`src/rtl/fetch_seq_ctrl_if.sv`:
```
// rtl/fetch_seq_ctrl_if.sv - instruction memory request/response bus
interface fetch_seq_ctrl_if;
  logic        imem_req;
  logic [31:0] imem_addr;
  logic        imem_gnt;
  logic        imem_rvalid;
  logic [31:0] imem_rdata;

  modport master (
    output imem_req, imem_addr,
    input  imem_gnt, imem_rvalid, imem_rdata
  );

  modport slave (
    input  imem_req, imem_addr,
    output imem_gnt, imem_rvalid, imem_rdata
  );
endinterface

```
`src/rtl/fetch_seq_ctrl.sv`:
```
// rtl/fetch_seq_ctrl.sv - fetch PC sequencer with single-outstanding imem and redirect squash
module fetch_seq_ctrl #(
  parameter logic [31:0] RESET_PC = 32'h0000_0000
) (
  input  logic                      clk,
  input  logic                      rst_n,
  input  logic                      redirect_valid,
  input  logic [31:0]               npc_i,
  fetch_seq_ctrl_if.master          imem,
  output logic                      inst_valid,
  output logic [31:0]               inst,
  output logic [31:0]               inst_pc,
  input  logic                      inst_ready,
  output logic [31:0]               pc_cur,
  output logic                      misalign_err,
  output logic [15:0]               flush_cnt
);

  typedef enum logic {ST_REQ, ST_WAIT} state_t;

  state_t      state_q, state_d;
  logic [31:0] pc_q, pc_d;
  logic        kill_q, kill_d;
  logic        inst_valid_q, inst_valid_d;
  logic [31:0] inst_q, inst_d;
  logic [31:0] inst_pc_q, inst_pc_d;
  logic        misalign_q, misalign_d;
  logic [15:0] flush_cnt_q, flush_cnt_d;
  logic        can_issue;
  logic        req;

  always_ff @(posedge clk or negedge rst_n) begin
    if (!rst_n) begin
      state_q      <= ST_REQ;
      pc_q         <= RESET_PC;
      kill_q       <= 1'b0;
      inst_valid_q <= 1'b0;
      inst_q       <= 32'h0;
      inst_pc_q    <= 32'h0;
      misalign_q   <= 1'b0;
      flush_cnt_q  <= 16'h0;
    end else begin
      state_q      <= state_d;
      pc_q         <= pc_d;
      kill_q       <= kill_d;
      inst_valid_q <= inst_valid_d;
      inst_q       <= inst_d;
      inst_pc_q    <= inst_pc_d;
      misalign_q   <= misalign_d;
      flush_cnt_q  <= flush_cnt_d;
    end
  end

  always_comb begin
    can_issue    = !inst_valid_q || inst_ready;
    // Gated by rst_n so the bus is quiet while reset is held.
    req          = rst_n && (state_q == ST_REQ) && can_issue && !redirect_valid;

    state_d      = state_q;
    pc_d         = pc_q;
    kill_d       = kill_q;
    inst_valid_d = inst_valid_q;
    inst_d       = inst_q;
    inst_pc_d    = inst_pc_q;
    misalign_d   = 1'b0;
    flush_cnt_d  = flush_cnt_q;

    if (inst_valid_q && inst_ready) begin
      inst_valid_d = 1'b0;
    end

    case (state_q)
      ST_REQ: begin
        if (req && imem.imem_gnt) begin
          state_d = ST_WAIT;
        end
      end
      ST_WAIT: begin
        if (imem.imem_rvalid) begin
          state_d = ST_REQ;
          if (kill_q) begin
            kill_d = 1'b0;
          end else begin
            inst_d       = imem.imem_rdata;
            inst_pc_d    = pc_q;
            inst_valid_d = 1'b1;
            pc_d         = pc_q + 32'd4;
          end
        end
      end
      default: state_d = ST_REQ;
    endcase

    // Redirect overrides everything above, including a same-cycle capture.
    if (redirect_valid) begin
      pc_d         = {npc_i[31:2], 2'b00};
      inst_valid_d = 1'b0;
      inst_d       = inst_q;
      inst_pc_d    = inst_pc_q;
      misalign_d   = |npc_i[1:0];
      if (flush_cnt_q != 16'hFFFF) begin
        flush_cnt_d = flush_cnt_q + 16'd1;
      end
      if (state_q == ST_WAIT) begin
        if (imem.imem_rvalid) begin
          kill_d  = 1'b0;
          state_d = ST_REQ;
        end else begin
          kill_d  = 1'b1;
          state_d = ST_WAIT;
        end
      end else begin
        state_d = ST_REQ;
      end
    end
  end

  assign imem.imem_req  = req;
  assign imem.imem_addr = pc_q;
  assign inst_valid     = inst_valid_q;
  assign inst           = inst_q;
  assign inst_pc        = inst_pc_q;
  assign pc_cur         = pc_q;
  assign misalign_err   = misalign_q;
  assign flush_cnt      = flush_cnt_q;

endmodule

```
`src/flat_wrapper.sv`:
```
// flat-port wrapper written by rule: the top's interface ports become plain ports
module fetch_seq_ctrl_flat 
#(
  parameter logic [31:0] RESET_PC = 32'h0000_0000
)
  (clk, rst_n, redirect_valid, npc_i, inst_valid, inst, inst_pc, inst_ready, pc_cur, misalign_err, flush_cnt, imem_imem_req, imem_imem_addr, imem_imem_gnt, imem_imem_rvalid, imem_imem_rdata);
  fetch_seq_ctrl_if imem_i ();
  input  logic clk;
  input  logic rst_n;
  input  logic redirect_valid;
  input  logic [31:0] npc_i;
  output logic inst_valid;
  output logic [31:0] inst;
  output logic [31:0] inst_pc;
  input  logic inst_ready;
  output logic [31:0] pc_cur;
  output logic misalign_err;
  output logic [15:0] flush_cnt;
  output wire logic [$bits(imem_i.imem_req)-1:0] imem_imem_req;
  output wire logic [$bits(imem_i.imem_addr)-1:0] imem_imem_addr;
  input wire logic [$bits(imem_i.imem_gnt)-1:0] imem_imem_gnt;
  input wire logic [$bits(imem_i.imem_rvalid)-1:0] imem_imem_rvalid;
  input wire logic [$bits(imem_i.imem_rdata)-1:0] imem_imem_rdata;
  assign imem_imem_req = imem_i.imem_req;
  assign imem_imem_addr = imem_i.imem_addr;
  assign imem_i.imem_gnt = imem_imem_gnt;
  assign imem_i.imem_rvalid = imem_imem_rvalid;
  assign imem_i.imem_rdata = imem_imem_rdata;
  fetch_seq_ctrl #(.RESET_PC(RESET_PC)) u_core (.clk(clk), .rst_n(rst_n), .redirect_valid(redirect_valid), .npc_i(npc_i), .imem(imem_i), .inst_valid(inst_valid), .inst(inst), .inst_pc(inst_pc), .inst_ready(inst_ready), .pc_cur(pc_cur), .misalign_err(misalign_err), .flush_cnt(flush_cnt));
endmodule
```
`config.mk`:
```
export PLATFORM = sky130hd
export DESIGN_NAME = fetch_seq_ctrl_flat
export DESIGN_NICKNAME = d
export VERILOG_FILES = /design/src/rtl/fetch_seq_ctrl_if.sv /design/src/rtl/fetch_seq_ctrl.sv /design/src/flat_wrapper.sv
export SDC_FILE = /design/constraint.sdc
export NUM_CORES = 1
export LEC_CHECK = 0
export BUFFER_PORTS_ARGS = -buffer_cell sky130_fd_sc_hd__buf_2
export CORE_MARGIN = 3
export CORE_UTILIZATION = 40
export CTS_BUF_LIST = sky130_fd_sc_hd__clkbuf_4 sky130_fd_sc_hd__clkbuf_8 sky130_fd_sc_hd__clkbuf_16
export DETAILED_ROUTE_END_ITERATION = 8
export HOLD_SLACK_MARGIN = 0.08
export MAX_ROUTING_LAYER = met4
export PLACE_DENSITY = 0.72
export RECOVER_POWER = 25
export SLEW_MARGIN = 40
export SYNTH_ARGS = -nofsm -noshare
export SYNTH_HDL_FRONTEND = slang
export SYNTH_SLANG_ARGS = --single-unit
```
`constraint.sdc`:
```
create_clock -name clk -period 4.3 [get_ports clk]
set_clock_uncertainty 0.05 [all_clocks]
set_input_delay 0.215 -clock clk [delete_from_list [all_inputs] [get_ports clk]]
set_output_delay 0.215 -clock clk [all_outputs]
set_load 0.005 [all_outputs]
```
-- Word-level counts from Yosys, hierarchy flattened
Cells that the tools add are included.
- add/subtract/negate cells: 2
- eq/ne operators: 2
- multiplexer cells: 19
- bitwise gates (word level): 3
- reductions and logical operators: 14
- operator list (operator ; number):
    two-way mux 32 bit ; 4
    adder 32 x 3 -> 32 bit (second input constant) ; 1
    adder 16 x 1 -> 16 bit (second input constant) ; 1
    != test 16 bit (second input constant) ; 1
    two-way mux 1 bit ; 14
    logical AND 1 bit ; 5
    AND reduction 4 bit ; 1
    nonzero test 2 bit ; 2
    NOT 1 bit ; 3
    AND reduction 3 bit ; 1
    zero test 1 bit ; 2
    != test 2 bit (second input constant) ; 1
    case mux 1 bit (2 select lines) ; 1
    AND reduction 2 bit ; 1
    OR reduction 2 bit ; 1
    logical OR 1 bit ; 1
- flip-flop bits (word level): 116
- output and inout bits: 147
- logic and storage cells: 48

-- Depth between registers and ports, before layout
- word-level depth: 8
- gate-level depth with buffers: 6
- gate-level depth less buffers: 5

-- Worst setup path after synthesis
Ideal clock, no wire load.
- path type: register -> register
- start: register u_core.pc_q[11] (netlist: u_core.imem.imem_addr[11])
- end: register u_core.pc_q[29] (netlist: u_core.imem.imem_addr[29])
- library setup time: 0.082 ns
- arrival: 1.919 ns
- required time: 4.168 ns
- slack: 2.249 ns
- cell stages (with the launch flop): 6
- path buffers: 1
- period minus slack after synthesis: 2.051 ns
- path through: dfrtp_1 nand3_2 or4_4 buf_6 or4_1 a31oi_1
- longest elaborated chain between the ends: 5
- ends and longest elaborated chain (what ; RTL line ; source):
    from (decl) ; fetch_seq_ctrl.sv:22 ; logic [31:0] pc_q, pc_d;
    from (signal assigned) ; fetch_seq_ctrl.sv:44 ; pc_q <= pc_d;
    adder 32 x 3 -> 32 bit ; fetch_seq_ctrl.sv:87 ; pc_d = pc_q + 32'd4;
    two-way mux 32 bit ; fetch_seq_ctrl.sv:81 ; if (kill_q) begin
    two-way mux 32 bit ; fetch_seq_ctrl.sv:79 ; if (imem.imem_rvalid) begin
    two-way mux 32 bit ; fetch_seq_ctrl.sv:72 ; case (state_q)
    two-way mux 32 bit ; fetch_seq_ctrl.sv:95 ; if (redirect_valid) begin
No other way between the ends. The select of a mux whose other input is x is not followed.
A chain may end at the register's enable or synchronous reset.

-- Worst setup path after layout
- start: input imem_imem_rvalid
- end: register u_core.inst_q[24] (netlist: u_core.inst[24])
- longest elaborated chain between the ends: 1
- ends and longest elaborated chain (what ; RTL line ; source):
    from (decl) ; flat_wrapper.sv:22 ; input wire logic [$bits(imem_i.imem_rvalid)-1:0] imem_imem_rvalid;
    AND reduction 4 bit (no line) ; - ;
    to (signal assigned) ; fetch_seq_ctrl.sv:47 ; inst_q <= inst_d;
    to (decl) ; fetch_seq_ctrl.sv:25 ; logic [31:0] inst_q, inst_d;
No other way between the ends.

==> key figures <==
Logic synthesis
  • Sequential share of the synthesized area: 53.4%
  • Mapped Cells: 453
  • Distinct cell type count after synthesis: 44
  • Main synth FF type: dfrtp_1
  • Number of flops mapped to enable cells by yosys: 0
  • Post-synth ARST share: 100%
  • Syn avg cell area: 11.6 sq um
  • Synth warn: 0
  • Synth Register Bits: 112
  • Synth Cell Area: 0.00525 sq mm

Drt
  • Vias: 4413
  • Total wire length: 13.7 mm
  • Initial DRC count: 207
  • Antenna Violating Nets Remaining: 0
  • First-pass DRT Iterations: 4
  • # DRC: 0
  • WL per Instance: 15.9 um
  • Via/cell ratio: 5.11

Timing
  • Final Hold Viols: 0
  • Relative slew slack: 60.5%
  • Peak Freq: 0.420 GHz
  • Final max-slew violation count: 0
  • RSZ-0062 raised after global routing: no
  • Final worst setup slack: 1920 ps
  • Slew @ Worst Pin: 592 ps
  • Fin crit period: 2380 ps
  • Min Hold Slack: 94.4 ps
  • Setup TNS: 0 ps
  • Final period util: 55.3%
  • Final Setup Violations: 0

CTS
  • Clock tree buffer depth: 2
  • Clock tree from TritonCTS: yes
  • CTS Sinks: 112
  • Num CTS Buffers: 9
  • CTS resizes: 0
  • Clk_lat worst skew: 350 ps
  • CTS H-tree depth: 3
  • Clk pin slew, worst setup/hold paths: 70 ps
  • Setup bufs post-CTS: 0
  • Clock Tree Root: clkbuf_16
  • Post-CTS Hold Buffers: 63

Place
  • DP Worst Slack: 1960 ps
  • Placed cell count: 785
  • Buffers on Ports: 210
  • Placer Congestion: 0.762
  • HPWL Detailed: 9.38 mm

Cells and area
  • Fillers: 1109
  • Number of diodes: 0
  • Share of cells above drive strength 1: 39.6%
  • Nets: 759
  • Post-Layout Cell Count: 864
  • Multi-input gate area: 0.00209 sq mm
  • Register Area: 0.00280 sq mm
  • Commonest cells after routing, fill and taps aside: buf_2 (184), dfrtp_1 (112), mux2_2 (64)
  • Synth-to-Final Area Change: 35.3%
  • Commonest non-fill, non-tap cell in the layout: buf_2

Critical path
  • Critical-path cell list: dlygate4sd3_1, buf_2, nand3b_1, nor2_4, buf_4, mux2_2
  • CP peak stage delay: 550 ps
  • Arrival time worst endpoint: 2560 ps
  • Crit start category: primary input
  • CP Max Fanout: 44
  • Crit Path Category: primary input to register
  • Setup crit end kind: register
  • Worst EP required: 4490 ps
  • Slowest stage cell, crit path: buf_4

Pwr
  • P_int: 2310 uW
  • Power density over cell area: 460 mW/mm^2
  • Clock Power Share: 24.4%
  • Logic pwr share: 26.7%
  • Sw frac: 29.4%
  • Psw: 963 uW
  • Flop pwr share: 48.9%
  • VDD IR max: 0.383 mV
  • P_leak: 0.00325 uW

Floorplanning
  • Starting density of the core: 41.3%
  • Die ar.: 0.0145 sq mm
  • # IOs: 217
  • Placeable Area: 0.0127 sq mm
  • Die width: 121 um
  • Die height: 121 um
  • Row Count: 41

Global route
  • Total gr overflow: 0
  • Vias in the first global route: 4361
  • Initial antenna violation count: 0
  • GRT Total Usage: 19.3%
  • Largest net degree at the start of global routing: 47
  • First-pass GRT wire length: 21.8 mm

Run status
  • Outcome: finished, final reports clean

Hold path
  • Hold Path Class: primary input to register

Job
  • Number of max-cap violations: 0
[area by class of cell]
type	instances	area share (%)
clock buffer	11	3.56
clock inverter	5	0.440
inverter	7	0.370
multi-input combinational	281	29.4
sequential	112	39.4
tap	172	3.03
timing repair buffer	276	23.8
[cells by family (layout without fill, tap and decap cells)]
family / count (synthesis) / count (layout) / synth area share, %
and+or+nand+nor: 120 / 120 / 13.0
DFF: 112 / 112 / 53.4
muxes: 65 / 65 / 13.9
buffers and inverters: 65 / 299 / 7.36
AOI/OAI and AO/OA: 64 / 64 / 7.79
xor gates and xnor gates: 24 / 24 / 4.00
adders and majority gates: 2 / 2 / 0.476
other: 1 / 6 / 0.0714
[stage by stage]
| step | utilization [%] | total power, uW | area [sq um] |
|---|---|---|---|
| floorplan | - | 2010 | 5270 |
| global placement | 48.8 | 2420 | 6200 |
| detailed placement | 48.9 | 2470 | 6220 |
| CTS | 56.1 | 3320 | 7140 |
| global route | 55.9 | 3470 | 7110 |
| finish | 55.9 | 3270 | 7110 |
[worst paths after layout]
check                                         start  slack [ps]  cells past startpoint                         to
worst max-delay path               imem_imem_rvalid        1920                      6            u_core.inst[24]
worst max register to register        u_core.kill_q        1980                      4            u_core.inst[24]
max in group asynchronous                     rst_n        2760                      4          u_core.inst_pc[2]
worst min register to register  u_core.flush_cnt[8]         440                      1        u_core.flush_cnt[8]
min in group asynchronous                     rst_n         350                      2            u_core.inst[14]
worst min-delay path                      npc_i[27]          90                      3  u_core.imem.imem_addr[27]
[power groups by stage]
stage	Combinational [uW]	Sequential, uW	Clock, uW
floorplan	394	1620	0
global placement	833	1590	0
detailed placement	859	1610	0
CTS	906	1600	819
global route	961	1650	857
finish	872	1600	798
[Yosys cell counts (all sizes together), types with 2 or more instances]
library cell	number	area [sq um]
buf	38	285
ha	2	25.0
nor2	21	78.8
and4	7	61.3
and3	4	25.0
mux2	64	721
xor2	12	105
dfrtp	112	2800
and2	2	12.5
o21ai	17	85.1
nand4b	2	17.5
nand4	14	87.6
nand2	22	82.6
nand3	17	90.1
inv	7	26.3
nor3	2	10.0
a311oi	3	26.3
nor4	2	12.5
a31oi	19	119
or4	16	124
clkbuf	20	75.1
xnor2	12	105
or3	3	18.8
a21oi	5	25.0
o31ai	15	113
[critical path: cells and delay by family]
kind | cells | cell delay [ps]
buf+inv | 3 | 1230
mux | 1 | 410
simple gates | 2 | 660
[registers in the layout, indices dropped and copies added, names as in the netlist]
signal and count:
u_core.inst 32, u_core.misalign_err 1, u_core.inst_pc 30, u_core.flush_cnt 16, u_core.state_q 1, u_core.imem.imem_addr 30
u_core.inst_valid 1, u_core.kill_q 1
[metal layers]
layer  routed length (um)  vias up  track usage (%)
met5                    0        -                -
met4                  291        0             6.80
met1                 5660     2144             22.8
met2                 7050      153             33.0
li1                     -     2087                -
met3                  723       29             4.07
(Power assumes the default switching activity.)
